--- config.mk ---
export PLATFORM = sky130hd
export DESIGN_NAME = sel_datapath_pipe
export DESIGN_NICKNAME = d
export VERILOG_FILES = /design/src/rtl/sel_datapath_pipe.sv
export SDC_FILE = /design/constraint.sdc
export NUM_CORES = 1
export LEC_CHECK = 0
export CAP_MARGIN = 20
export CORE_MARGIN = 4
export CORE_UTILIZATION = 50
export CTS_BUF_LIST = sky130_fd_sc_hd__clkbuf_4 sky130_fd_sc_hd__clkbuf_8 sky130_fd_sc_hd__clkbuf_16
export DETAILED_ROUTE_END_ITERATION = 16
export GPL_TIMING_DRIVEN = 0
export PLACE_DENSITY = 0.79
export SLEW_MARGIN = 30
export SYNTH_ARGS = -nofsm -noshare
export SYNTH_HDL_FRONTEND = slang
export SYNTH_SLANG_ARGS = --single-unit
export TNS_END_PERCENT = 5
--- constraint.sdc ---
create_clock -name clk -period 2.2 [get_ports clk]
set_clock_uncertainty 0.1 [all_clocks]
set_input_delay 0.44 -clock clk [delete_from_list [all_inputs] [get_ports clk]]
set_output_delay 0.44 -clock clk [all_outputs]
set_load 0.01 [all_outputs]
--- src/rtl/sel_datapath_pipe.sv ---
// sel_datapath_pipe: two-stage, C-band-selected datapath (CNT/SHIFT/ACC/PASS) with valid/ready.
// Define SDP_OVF_FLAG_EN to add the sticky ovf output (counter wrap / accumulator saturation).
`timescale 1ns/1ps

module sel_datapath_pipe #(
  parameter int A_W     = 10,
  parameter int C_W     = 9,
  parameter int OUT_W   = A_W + 1,
  parameter int SH_LO   = 51,
  parameter int ACC_LO  = 100,
  parameter int PASS_LO = 200
) (
  input  logic             clk,
  input  logic             rst,
  input  logic             in_valid,
  output logic             in_ready,
  input  logic [A_W-1:0]   A,
  input  logic [C_W-1:0]   C,
  input  logic             clr,
  output logic             out_valid,
  input  logic             out_ready,
  output logic [OUT_W-1:0] out
`ifdef SDP_OVF_FLAG_EN
  ,
  output logic             ovf
`endif
);

  localparam int SH_W  = $clog2(OUT_W);
  localparam int SUM_W = OUT_W + 1;
  localparam logic [C_W-1:0] SH_C   = C_W'(SH_LO);
  localparam logic [C_W-1:0] ACC_C  = C_W'(ACC_LO);
  localparam logic [C_W-1:0] PASS_C = C_W'(PASS_LO);

  typedef enum logic [1:0] {
    M_CNT,
    M_SHIFT,
    M_ACC,
    M_PASS
  } mode_e;

  mode_e            mode_d;
  mode_e            s1_mode_q;
  logic             s1_valid_q;
  logic [A_W-1:0]   s1_a_q;
  logic [SH_W-1:0]  s1_sh_q;
  logic             out_valid_q;
  logic [OUT_W-1:0] out_q, out_d;
  logic [OUT_W-1:0] cnt_q, cnt_d;
  logic [OUT_W-1:0] acc_q, acc_d;

  logic             s2_hold;
  logic             accept;
  logic             move;
  logic [OUT_W-1:0] cnt_base, cnt_inc;
  logic [OUT_W-1:0] acc_base, acc_new;
  logic [SUM_W-1:0] acc_sum;
  logic             acc_sat;

  assign s2_hold  = out_valid_q && !out_ready;
  assign in_ready = !s1_valid_q || !s2_hold;
  assign accept   = in_valid && in_ready;
  assign move     = s1_valid_q && !s2_hold;

  always_comb begin
    mode_d = M_PASS;
    unique case (1'b1)
      (C < SH_C):                  mode_d = M_CNT;
      (C >= SH_C && C < ACC_C):    mode_d = M_SHIFT;
      (C >= ACC_C && C < PASS_C):  mode_d = M_ACC;
      (C >= PASS_C):               mode_d = M_PASS;
    endcase
  end

  // A beat entering S2 together with clr computes from the cleared state.
  assign cnt_base = clr ? '0 : cnt_q;
  assign acc_base = clr ? '0 : acc_q;
  assign cnt_inc  = cnt_base + OUT_W'(1);
  assign acc_sum  = {1'b0, acc_base} + SUM_W'(s1_a_q);
  assign acc_sat  = acc_sum[OUT_W];
  assign acc_new  = acc_sat ? '1 : acc_sum[OUT_W-1:0];

  always_comb begin
    out_d = '0;
    cnt_d = cnt_base;
    acc_d = acc_base;
    unique case (s1_mode_q)
      M_CNT: begin
        out_d = cnt_inc;
        if (move && !clr) cnt_d = cnt_inc;
      end
      M_SHIFT: out_d = OUT_W'(s1_a_q) << s1_sh_q;
      M_ACC: begin
        out_d = acc_new;
        if (move && !clr) acc_d = acc_new;
      end
      M_PASS: out_d = OUT_W'(s1_a_q);
    endcase
  end

  always_ff @(posedge clk or posedge rst) begin
    if (rst) begin
      s1_valid_q  <= 1'b0;
      s1_a_q      <= '0;
      s1_sh_q     <= '0;
      s1_mode_q   <= M_CNT;
      out_valid_q <= 1'b0;
      out_q       <= '0;
      cnt_q       <= '0;
      acc_q       <= '0;
    end else begin
      if (accept) begin
        s1_valid_q <= 1'b1;
        s1_a_q     <= A;
        s1_sh_q    <= C[SH_W-1:0];
        s1_mode_q  <= mode_d;
      end else if (!s2_hold) begin
        s1_valid_q <= 1'b0;
      end
      if (!s2_hold) begin
        out_valid_q <= s1_valid_q;
        if (s1_valid_q) out_q <= out_d;
      end
      cnt_q <= cnt_d;
      acc_q <= acc_d;
    end
  end

  assign out_valid = out_valid_q;
  assign out       = out_q;

`ifdef SDP_OVF_FLAG_EN
  logic ovf_q;
  logic ovf_set;

  assign ovf_set = move &&
                   ((s1_mode_q == M_CNT && (&cnt_base)) ||
                    (s1_mode_q == M_ACC && acc_sat));

  // A set event on the same edge as clr keeps the flag raised.
  always_ff @(posedge clk or posedge rst) begin
    if (rst)          ovf_q <= 1'b0;
    else if (ovf_set) ovf_q <= 1'b1;
    else if (clr)     ovf_q <= 1'b0;
  end

  assign ovf = ovf_q;
`endif

endmodule

==> impl_results.md, run 1 <==
- Max-capacitance violation count: 0
- Worst-Margin Slew: a little over 0.5 ns
- Slew HR: 0.655
- Largest family of logic cells by synthesized area: simple AND/OR/NAND/NOR gates
- Worst setup path startpoint: acc_q[0]
- Synth warnings: 0
- Drt via density: approximately 6.0
- Final Max Tran Viols: 0
- Outcome: complete, but fails checks
- Tot Pwr: 3070 uW
- TritonCTS Buffers: 5
- Starting DRC count in detailed routing: 290
- GRT Total Usage: 0.240
- Std cell rows: 30
- Total clock sinks: 51
- DP Area: roughly 4200 sq um
- Number of filler cells placed in the layout: 553
- Synth Area in Compound Gates: 0.182
- H-tree depth: 2
- Crit path kind: flop to flop
- CTS max path bufs: 2
- Die extent in y: between 90 and 100 um
- Prevailing post-synth register cell: dfrtp_1
- Mapped Area: 3580 sq um
- Largest net degree at the start of global routing: 32
- WL/cell: between 15 and 20 um
- Worst path required time: ~2.3 ns
- Mux contribution to synthesized area: 0.0811
- Register area: about 1300 sq um
- Placer Congestion: just over 0.9
- CTS clock-pin slew for the worst setup and hold paths: roughly 0.10 ns
- Failing checks: setup timing
- Final hold viol count: 0
- CP bufs+invs: 1
- Nets: 510
- Cts hold-fix bufs: 0
- Cell family with most CP delay: simple AND/OR/NAND/NOR gates
- 1st-pass router iterations: 5
- # IOs: 37
- Most instantiated cells after synthesis: dfrtp_1, nand2_1, nor2_1, a21oi_1, nor3_1
- Met1 usage: 0.319
- CP endpoint kind: flop
- R2R setup slack: -0.24 ns
- Crit-path cells: nor2b_1, ha_2, inv_2, fa_2, nand2b_4, a21o_1, a21oi_1, or3b_2, a21oi_2, o311ai_2
- Worst setup margin: -0.243 ns
- Final wirelength: ~10000 um
- HP Class: input pin to asynchronous set/reset pin
- Dpl hpwl: between 7000 and 8000 um
- Fmax: 409 MHz
- Area contributors post-synth: dfrtp_1, nand2_1, mux2_2
- Syn nets: between 400 and 500
- Syn avg cell area: approximately 8.5 sq um
- Total gr overflow: 0
- Critical path fanouts, max: 3
- Layout cells sized above 1: 0.198
- Cells after Synth: 419
- Final setup viols: 21
- Simple logic cell fraction of the synthesized area: 0.247
- M2 GR Usage: 0.387
- Dpl ws: -1.24 ns
- Fin crit period: 2.44 ns
- Period utilisation layout: 1.11
- Final antenna-violating net count: 0
- TritonCTS clock tree: yes
- Non-Filler Instances: about 570
- RR Startpoint: acc_q[0]
- Worst-Skew Late Latency: between 0.3 and 0.4 ns
- Worst VDD drop: just under 400 uV
- Setup TNS: -2.66 ns
- Adder-cell share of the synthesized area: 0.0440
- Synthesized flop and latch total: ~50
- GR Util met3: 0.0422
- IO buf count: 36
- Yosys top cell area share: 0.356
- Multi-input gate area: 2350 sq um
- XOR/XNOR Fraction of Synth Area: 0.0514
- RSZ-0062 raised after global routing: true
- DR DRC count: 0
- Vias in the first global route: 3344
- Startpoint types: flop
- EDFF count, synth: 0
- Leak Pwr: roughly 0.0018 uW
- Vias: 3421
- Root buffer cell: clkbuf_8
- Final Cell Area: around 4500 sq um
- Crit path DAT: around 2.5 ns
- First-pass GRT wire length: between 15000 and 20000 um
- Slowest stage cell, crit path: or3b_2
- Inst Count DP: 552
- Async SR Flop Fraction: 1.00
- Die Span X: around 90 um
- Yosys top cell by area: dfrtp_1
- Syn-to-layout area delta: 26.1%
- Worst path max stage delay: ~0.48 ns
- Gr busiest metal: met2
- Initial antenna violation count: 0
- Die area: 8580 sq um
- Sequential-to-total area share from yosys stat: 0.356
- Initial cell density of the core: 0.521
- ANT cells: 0
- Core Box Area: a little under 7000 sq um
- Netlist cell types: between 50 and 60
- Pwr per Cell Area: 680 nW/um^2
==> state kept, by name, summed over array words and instances, names as in the netlist <==
name        flops
s1_sh_q         4
s1_valid_q      1
cnt_q          11
out_valid       1
out            11
acc_q          11
s1_mode_q       2
s1_a_q         10
==> worst reg2reg max path: stages (launching register included) <==
cell	delay, ns
dfrtp_1	0.40
nor2b_1	0.14
ha_2	0.18
inv_2	0.05
fa_2	0.19
nand2b_4	0.14
a21o_1	0.15
a21oi_1	0.10
or3b_2	0.48
a21oi_2	0.26
o311ai_2	0.13
==> power breakdown <==
part | switching [uW] | internal [uW]
clock | 336 | 339
combinational | 649 | 547
sequential | 129 | 1070
==> worst paths after layout <==
kind                        endpoint  cells past startpoint
max in group asynchronous  s1_a_q[7]                      3
hold reg to reg             acc_q[9]                      2
hold / removal              cnt_q[6]                      2
setup reg to reg              out[8]                     10
setup / recovery              out[8]                     10
min in group clk            acc_q[0]                      3
==> logic make-up (layout without fill, tap and decap cells) <==
logic type	count (synthesis)	count (layout)
AND/OR/NAND/NOR	181	181
AO/OA/AOI/OAI	96	96
flip-flops	51	51
buffers and inverters	31	87
multiplexers	27	27
XOR/XNOR	21	21
adder cells (fa/ha/maj)	12	12
==> cell type report <==
type / count / share of cell area
Clock inverter: 3 / 0.00970
Tap cell: 96 / 0.0266
Clock buffer: 5 / 0.0152
Inverter: 8 / 0.00721
Multi-Input combinational cell: 337 / 0.520
Timing Repair Buffer: 49 / 0.105
Sequential cell: 51 / 0.284
Buffer: 22 / 0.0330
==> per-layer routing <==
metal  routed length (um)  part of all wire
met5                    0                 0
met4                  357             0.035
met3                  584             0.057
met2                 4790              0.47
met1                 4500              0.44
==> metrics by stage <==
step            util  hold WS [ns]
3_3_place_gp   0.603         0.407
4_1_cts        0.652         0.316
2_1_floorplan      -         0.376
3_5_place_dp   0.606         0.408
6_report       0.657         0.313
5_1_grt        0.657         0.322
==> cell usage in the layout, fill, tap and decap left out, types with 3 or more instances in the layout <==
cell              n
a211oi_1          5
a21o_1            3
a21oi_1          28
a21oi_2           5
a31oi_1           4
buf_2             6
buf_4            13
clkbuf_1         10
clkbuf_8          5
clkdlybuf4s50_1  34
dfrtp_1          48
dfrtp_2           3
ha_1              6
ha_2              3
inv_1             5
mux2_2           16
mux2i_1          11
nand2_1          51
nand2b_1         10
nand3_1           6
nand3b_1          3
nor2_1           44
nor2b_1          17
nor3_1           21
nor3_2            6
nor3b_1           3
nor4_1            4
o211ai_1          6
o21ai_0          12
o22ai_1           5
xnor2_1          11
xor2_1           10
==> timing repair <==
item | 4_1_cts | 5_1_grt
endpoints found under the setup margin | 25 | 23
setup buffers | 12 | 0
resized for setup | 25 | 18
pin swaps | 30 | 8
endpoints found under the hold margin | 0 | 0
Note: power is estimated with default switching activity, not from simulation.
==> run 2: changes to the inputs <==
--- a/config.mk
+++ b/config.mk
@@ -6,12 +6,14 @@
 export NUM_CORES = 1
 export LEC_CHECK = 0
 export CAP_MARGIN = 20
+export CELL_PAD_IN_SITES_DETAIL_PLACEMENT = 1
+export CELL_PAD_IN_SITES_GLOBAL_PLACEMENT = 2
 export CORE_MARGIN = 4
-export CORE_UTILIZATION = 50
+export CORE_UTILIZATION = 32
 export CTS_BUF_LIST = sky130_fd_sc_hd__clkbuf_4 sky130_fd_sc_hd__clkbuf_8 sky130_fd_sc_hd__clkbuf_16
 export DETAILED_ROUTE_END_ITERATION = 16
 export GPL_TIMING_DRIVEN = 0
-export PLACE_DENSITY = 0.79
+export PLACE_DENSITY = 0.82
 export SLEW_MARGIN = 30
 export SYNTH_ARGS = -nofsm -noshare
 export SYNTH_HDL_FRONTEND = slang
==> run 2 against run 1 <==
  * The run still ends with setup timing left
  * Combinational power up 5%
  * Sequential share of layout area decreased by 0.83 points
  * Worst hold slack got worse by 0.0085 ns
  * Final area increased by 3.2%
  * Clock power is 11% higher
  * First-iteration DRC count shrank 49%
  * Clock-buffer cell count increased by 1
  * Critical endpoint is now acc_q[0]
  * Highest routed layer unchanged
==> impl_results.md, run 2 (synthesis results as in run 1) <==
- Outcome: complete, but fails checks
- Die area: 12900 sq um
- Layout cells sized above 1: 0.221
- Fin crit period: about 2.3 ns
- DR DRC count: 0
- Total clock sinks: 51
- IO buf count: 36
- Max-capacitance violation count: 0
- Die Span X: 114 um
- Worst-Skew Late Latency: between 0.3 and 0.4 ns
- Register area: 1280 sq um
- CTS clock-pin slew for the worst setup and hold paths: between 0.1 and 0.15 ns
- Final hold viol count: 0
- Startpoint types: flop
- Leak Pwr: around 0.0018 uW
- Vias: approximately 3400
- Reg power frac: 0.375
- Number of filler cells placed in the layout: 1251
- ANT cells: 0
- Worst-Margin Slew: around 0.64 ns
- TritonCTS Buffers: 5
- Total gr overflow: 0
- Nets: around 510
- Crit path kind: flop to flop
- Sw frac: 0.369
- WL/cell: 19.3 um
- Comb pwr share: 0.392
- Commonest cells after routing, fill and taps aside: nand2_1, dfrtp_1, nor2_1
- Fmax: roughly 430 MHz
- Worst path required time: between 2 and 2.5 ns
- Starting DRC count in detailed routing: around 150
- 1st-pass router iterations: 4
- Leading cell type in the layout, fill and taps excluded: nand2_1
- HP Class: input pin to asynchronous set/reset pin
- Switch Pwr: about 1200 uW
- Syn-to-layout area delta: 30.1%
- Vias in the first global route: about 3600
- # IOs: 37
- Core Box Area: 10900 sq um
- Inst Count DP: between 500 and 600
- Critical path fanouts, max: 10
- Multi-input gate area: 2380 sq um
- H-tree depth: 2
- Cts hold-fix bufs: 0
- Pwr per Cell Area: between 600 and 700 nW/um^2
- Initial cell density of the core: 0.329
- Period utilisation layout: 1.05
- Drt via density: 5.43
- Final wirelength: 11900 um
- Clock power frac: 0.234
- Failing checks: setup timing
- GRT Total Usage: 0.189
- Non-Filler Instances: 619
- CTS max path bufs: 2
- Placer Congestion: ~0.87
- Internal Power: approximately 2000 uW
- Die extent in y: about 110 um
- CP endpoint kind: flop
- Largest net degree at the start of global routing: 35
- Final antenna-violating net count: 0
- Worst VDD drop: about 260 uV
- Final Max Tran Viols: 0
- Worst setup margin: -0.119 ns
- Initial antenna violation count: 0
- Dpl hpwl: roughly 8800 um
- Std cell rows: 38
- Setup TNS: -1.34 ns
- Fin util: 0.428
- Final setup viols: 19
- First-pass GRT wire length: 19300 um
- Crit path DAT: 2.47 ns
- Root buffer cell: clkbuf_8
- RSZ-0062 raised after global routing: true
- Slew HR: 0.576
- TritonCTS clock tree: yes
[run 2: cell count changes in the layout (fill, tap and decap cells not counted), sizes merged]
cell,before,now
clkbuf,18,21
clkinv,2,0
buf,23,25
inv,8,9
[run 2: power groups by stage]
stage          Combinational (uW)  Clock (uW)  Sequential, uW
6_report                     1260         750            1200
5_1_grt                      1370         794            1220
4_1_cts                      1200         763            1200
3_5_place_dp                 1120           0            1220
3_3_place_gp                 1100           0            1210
2_1_floorplan                 690           0            1190
[run 2: repair_timing]
item	in CTS	in global routing
cloned	1	0
pin swaps	28	15
setup buffers	11	4
endpoints found under the setup margin	25	27
resized for setup	28	27
[run 2: layout make-up]
class	instances	area share
buffer	22	0.0336
clock buffer	6	0.0177
clock inverter	2	0.00832
inverter	8	0.00698
multi-input combinational	337	0.511
sequential	51	0.275
tap	140	0.0376
timing repair buffer	53	0.110
[run 2: critical path: stages (launching register included)]
cell and delay [ns]:
dfrtp_1 0.43, nand2b_4 0.10, inv_2 0.05, ha_4 0.27, a21oi_4 0.05, nand4b_1 0.25
a211oi_4 0.32, o31a_4 0.27, buf_8 0.17, nor3_1 0.05, nor3_1 0.18
[run 2: final timing paths]
| kind | startpoint | endpoint | slack (ns) | depth (start not counted) |
|---|---|---|---|---|
| worst max-delay path | acc_q[1] | acc_q[0] | -0.12 | 10 |
| worst min-delay path | rst | s1_sh_q[3] | 0.30 | 2 |
| worst max register to register | acc_q[1] | acc_q[0] | -0.12 | 10 |
| worst min register to register | acc_q[9] | acc_q[9] | 0.43 | 2 |
| max in group asynchronous | rst | acc_q[5] | 1.23 | 3 |
| min in group clk | clr | acc_q[10] | 0.35 | 3 |
[run 2: per-layer routing]
layer  global-route usage  up-vias  part of all wire
met1                0.258     1698              0.48
li1                     -     1609                 -
met3               0.0196       11             0.017
met2                0.325       44              0.49
met5                    0        -                 0
met4               0.0443        0             0.014
[run 2: metrics by stage]
| step | setup slack [ns] | total power (uW) | instance area [sq um] | hold slack [ns] |
|---|---|---|---|---|
| final | -0.119 | 3210 | 4660 | 0.304 |
| after global routing | -0.257 | 3380 | 4660 | 0.326 |
| after CTS | -0.292 | 3170 | 4570 | 0.308 |
| after detailed placement | -1.36 | 2340 | 4220 | 0.414 |
| after global placement | -1.36 | 2310 | 4200 | 0.406 |
| after floorplan | -0.350 | 1880 | 3660 | 0.376 |
